`src/rtl/crossbar_nxn_shadow.sv`:
```
// crossbar_nxn_shadow
//   N x N registered crossbar (N = 2**SEL_W) with a double-buffered route
//   table. Configuration writes go to a shadow table; a commit copies the
//   shadow table into the active table only on a cycle with no valid input
//   traffic. All outputs therefore switch routing on the same edge.
//
// Ports
//   clk, rst_n       clock, asynchronous active-low reset
//   in_data/in_valid N input channels, channel i at in_data[i*W +: W]
//   cfg_we           write {cfg_src, cfg_en} into shadow entry cfg_port
//   cfg_port/src/en  shadow entry index, selected input, output enable
//   cfg_commit       request shadow -> active transfer
//   out_data/valid   N registered output channels (1-cycle latency)
//   cfg_pending      commit accepted, waiting for a gap cycle
//   cfg_err          one-cycle pulse: cfg_we/cfg_commit rejected while pending
module crossbar_nxn_shadow #(
  parameter  int W     = 4,
  parameter  int SEL_W = 2,
  localparam int N     = 2 ** SEL_W
) (
  input  logic             clk,
  input  logic             rst_n,
  input  logic [N*W-1:0]   in_data,
  input  logic [N-1:0]     in_valid,
  input  logic             cfg_we,
  input  logic [SEL_W-1:0] cfg_port,
  input  logic [SEL_W-1:0] cfg_src,
  input  logic             cfg_en,
  input  logic             cfg_commit,
  output logic [N*W-1:0]   out_data,
  output logic [N-1:0]     out_valid,
  output logic             cfg_pending,
  output logic             cfg_err
);

  typedef enum logic {
    IDLE,
    PENDING
  } state_t;

  state_t state, state_nx;

  logic [N-1:0][SEL_W-1:0] shadow_src, shadow_src_nx, active_src;
  logic [N-1:0]            shadow_en, shadow_en_nx, active_en;
  logic                    no_traffic;
  logic                    load_active;
  logic                    err_nx;

  assign no_traffic  = (in_valid == '0);
  assign cfg_pending = (state == PENDING);

  // Controller and shadow-write logic. The shadow write is folded into
  // shadow_*_nx so that a commit issued in the same cycle as a write
  // carries that write into the active table.
  always_comb begin
    // NOTE: every output of this block gets a default first, so no path
    // leaves a signal unassigned and no latch is inferred.
    state_nx      = state;
    shadow_src_nx = shadow_src;
    shadow_en_nx  = shadow_en;
    load_active   = 1'b0;
    err_nx        = 1'b0;
    case (state)
      IDLE: begin
        if (cfg_we) begin
          shadow_src_nx[cfg_port] = cfg_src;
          shadow_en_nx[cfg_port]  = cfg_en;
        end
        if (cfg_commit) begin
          if (no_traffic) load_active = 1'b1;   // gap now: zero-wait commit
          else            state_nx    = PENDING;
        end
      end
      PENDING: begin
        err_nx = cfg_we | cfg_commit;
        if (no_traffic) begin
          load_active = 1'b1;
          state_nx    = IDLE;
        end
      end
      default: state_nx = IDLE;
    endcase
  end

  // NOTE: sequential state uses non-blocking assignments so every register
  // samples pre-edge values, independent of block ordering.
  always_ff @(posedge clk or negedge rst_n) begin
    if (!rst_n) state <= IDLE;
    else        state <= state_nx;
  end

  // Route tables. NOTE: both tables are a handful of flops, not a RAM, so
  // they are reset to the identity mapping directly.
  always_ff @(posedge clk or negedge rst_n) begin
    if (!rst_n) begin
      for (int j = 0; j < N; j++) begin
        shadow_src[j] <= SEL_W'(j);
        active_src[j] <= SEL_W'(j);
      end
      shadow_en <= '1;
      active_en <= '1;
      cfg_err   <= 1'b0;
    end else begin
      shadow_src <= shadow_src_nx;
      shadow_en  <= shadow_en_nx;
      if (load_active) begin
        active_src <= shadow_src_nx;
        active_en  <= shadow_en_nx;
      end
      cfg_err <= err_nx;
    end
  end

  // Data path: always driven from the active table as it stood before this
  // edge, so a table load only shows up one edge later and never splits.
  always_ff @(posedge clk or negedge rst_n) begin
    if (!rst_n) begin
      out_data  <= '0;
      out_valid <= '0;
    end else begin
      for (int j = 0; j < N; j++) begin
        out_data[j*W +: W] <= active_en[j] ? in_data[int'(active_src[j])*W +: W] : '0;
        out_valid[j]       <= active_en[j] & in_valid[active_src[j]];
      end
    end
  end

endmodule

```
`config.mk`:
```
export PLATFORM = sky130hd
export DESIGN_NAME = crossbar_nxn_shadow
export DESIGN_NICKNAME = d
export VERILOG_FILES = /design/src/rtl/crossbar_nxn_shadow.sv
export SDC_FILE = /design/constraint.sdc
export NUM_CORES = 1
export LEC_CHECK = 0
export BUFFER_PORTS_ARGS = -buffer_cell sky130_fd_sc_hd__buf_2
export CORE_ASPECT_RATIO = 1.5
export CORE_UTILIZATION = 40
export DETAILED_ROUTE_END_ITERATION = 6
export GPL_TIMING_DRIVEN = 0
export SLEW_MARGIN = 20
export SYNTH_ARGS = -nofsm -noshare
export SYNTH_HDL_FRONTEND = slang
export SYNTH_SLANG_ARGS = --single-unit
```
`constraint.sdc`:
```
create_clock -name clk -period 1.74 [get_ports clk]
set_clock_uncertainty 0.2 [all_clocks]
set_input_delay 0.261 -clock clk [delete_from_list [all_inputs] [get_ports clk]]
set_output_delay 0.261 -clock clk [all_outputs]
set_load 0.005 [all_outputs]
```
==> flow_summary.ini <==
[placed_design]
pre_cts_ws_ns = -0.164
dp.cells = 242
place.port_buffers = 50
dp_hpwl_mm = 3.25
place.gp.congestion = 0.754

[grt]
grt_first_pass_wirelength_mm = 7.04
overflow = 0
grt_use_total_pct = 16.4
grt_max_degree = 47
grt_pass1_vias = 1380
antenna_found_initial = 0

[die]
pin_count = 51
core_um2 = 5200
initial_core_util_pct = 42.3
die_x_um = 62.6
fp-row-count = 32
die_h_um = 92.8
dieArea_um2 = 5810

[flow_run]
maxCapViolCount = 0

[finish]
nNetsFinal = 215
antenna-diode-count = 0
final_cells = 255
area_growth_pct = 23.5
drive_gt1_share_pct = 71.1
fillers = 455

[timing]
max_clock_freq_ghz = 0.583
finalWorstSetupSlack_ns = 0.0247
rsz0062_at_grt = true
finalCriticalPeriod_ns = 1.72
tightestPinTransition_ns = 0.957
drv_slew = 0
period_share_pct = 98.6
hold_viol = 0
max_slew_margin_pct = 36.2
setup_violations = 0

[synth]
syn_nets = 153
synth-simple-area-share_pct = 9.55
ys_async_sr_fraction_pct = 100
postSynthCellCount = 124
yosysMostFrequentCell = dfrtp_1
synth_top_family_by_area = multiplexers
ys_top_cells_by_count = dfrtp_1 (30), and2_1 (20), mux4_2 (20), dfstp_2 (16), mux2_4 (15)
synthMuxAreaShare_pct = 35.3
synth_compound_area_share_pct = 0.341
synth-edff-count = 0
seq_area_frac_synth_pct = 53.2
synth_warnings = 0
synth.distinct_cells = 16
synthAdderAreaFrac_pct = 0
synth_ff_type = dfrtp_1
netlist_top_cells_area = dfrtp_1 (34%), mux4_2 (20%), dfstp_2 (19%)
syn_area_um2 = 2200
synth_top_cell_area_share_pct = 34.1
synth_top_cell_by_area = dfrtp_1
synth_xor_area_share_pct = 0
ys_ff_latch = 46
avgSynthCellArea_um2 = 17.7

[clock_network]
clk_pin_slew_worst_paths_ns = 0.08
cts_tree = built
clock_latency_ns = 0.29
clock-sinks = 46
ctsHtreeMaxLevel = 2
cts_buffer_depth = 2
numCtsBuffers = 5
root_buffer = clkbuf_8

[run_status]
status = completed

[worst_setup_path]
end_kind = register
slowest_stage = dlygate4sd3_1
cp.required_ns = 1.73
critPathLaunchType = input port
path_cells = dlygate4sd3_1, buf_2, nor2_4, and2b_2, buf_12, mux2_4
cp_max_fo = 10
slowest_delay_ns = 0.53
crit_arrival_ns = 1.70
crit_type = in -> reg

[power_and_ir_drop]
finalPower_uw = 3360
ir_drop_mv = 0.517
leakage_uw = 0.00123
power_density_nw_per_um2 = 1240

[drt]
num_vias = 1290
ant_nets = 0
drt_iter0_markers = 16
first_pass_iters = 4
wl_per_cell_um = 16.9
wl_mm = 4.30
drcViolationCount = 0
viasPerCell = 5.06

[min_path]
hold_path.class = in -> reg
metal layers:
metal / share of wire, % / track usage, % / up-vias
li1: - / - / 588
met1: 38 / 17.1 / 649
met2: 55 / 31.3 / 47
met3: 5.1 / 3.69 / 6
met4: 1.4 / 5.81 / 0
met5: 0 / 0 / -
path summary, 6_finish.rpt:
check                                            end  cells after the start  slack (ns)                    start
max in group asynchronous      cfg_pending$_DFF_PN0_                      2        0.23                    rst_n
min                                cfg_err$_DFF_PN0_                      2        0.05                   cfg_we
max reg2reg                active_src[4]$_DFFE_PN0P_                      3        0.03    cfg_pending$_DFF_PN0_
max                        active_src[0]$_DFFE_PN0P_                      6        0.02               cfg_commit
min reg2reg                  shadow_src[3]$_DFF_PN0_                      1        0.31  shadow_src[3]$_DFF_PN0_
min in group asynchronous     out_data[15]$_DFF_PN0_                      2        0.46                    rst_n
state kept, by name (all words and copies together) (netlist names):
| signal | cells |
|---|---|
| active_en | 4 |
| active_src | 8 |
| cfg_err | 1 |
| cfg_pending | 1 |
| out_data | 16 |
| out_valid | 4 |
| shadow_en | 4 |
| shadow_src | 8 |
critical path, delay by kind of cell:
| kind | cells | cell delay [ns] |
|---|---|---|
| buffers and inverters | 3 | 0.82 |
| AND/OR/NAND/NOR | 2 | 0.33 |
| multiplexers | 1 | 0.29 |
through the flow:
step / utilization, % / instance area, um^2 / hold WS [ns] / setup TNS (ns)
6_report: 52.2 / 2720 / 0.0508 / 0
5_1_grt: 52.2 / 2720 / 0.0457 / -0.0588
4_1_cts: 52.0 / 2710 / 0.0411 / -0.0272
3_5_place_dp: 48.7 / 2540 / 0.264 / -0.478
3_3_place_gp: 48.7 / 2540 / 0.253 / -0.482
2_1_floorplan: - / 2200 / -0.235 / 0
logic make-up after synthesis:
kind of cell / Yosys count
AO/OA/AOI/OAI: 1
buffers and inverters: 5
flip-flops: 46
multiplexers: 44
AND/OR/NAND/NOR: 28
layout by cell type (no fill, tap or decap), drive strengths merged:
cell type	Yosys	routed
buf	5	58
dfrtp	30	30
mux2	24	24
mux4	20	20
and2	20	20
dfstp	16	16
clkbuf	0	7
and4bb	2	2
dlygate4sd3	0	2
nor2	2	2
nor4b	1	1
nand4b	1	1
nor4	1	1
o21a	1	1
and2b	1	1
clkinv	0	1
repair_timing:
| item | in CTS | in global routing |
|---|---|---|
| setup buffers | 5 | 0 |
| setup endpoints to repair | 6 | 6 |
| endpoints found under the hold margin | 31 | 0 |
| gates resized for setup | 8 | 3 |
| pin swaps | 1 | 2 |
| hold buffers | 2 | 0 |
report_power, final:
part | internal, uW | total [uW] | leakage [uW] | switching [uW]
registers | 1440 | 1690 | 0.000558 | 247
clock network | 321 | 663 | 0.0000482 | 342
logic | 698 | 1010 | 0.000625 | 310
total | 2460 | 3360 | 0.00123 | 900
layout make-up:
type	instances	area, um^2	share of cell area [%]
Sequential cell	46	1170	43.1
Multi-Input combinational cell	73	1030	38.0
Timing Repair Buffer	57	308	11.3
Clock inverter	1	5.00	0.184
Buffer	3	30.0	1.10
Clock buffer	7	86.3	3.18
Tap cell	68	85.1	3.13
Note: power is estimated with default switching activity, not from simulation.
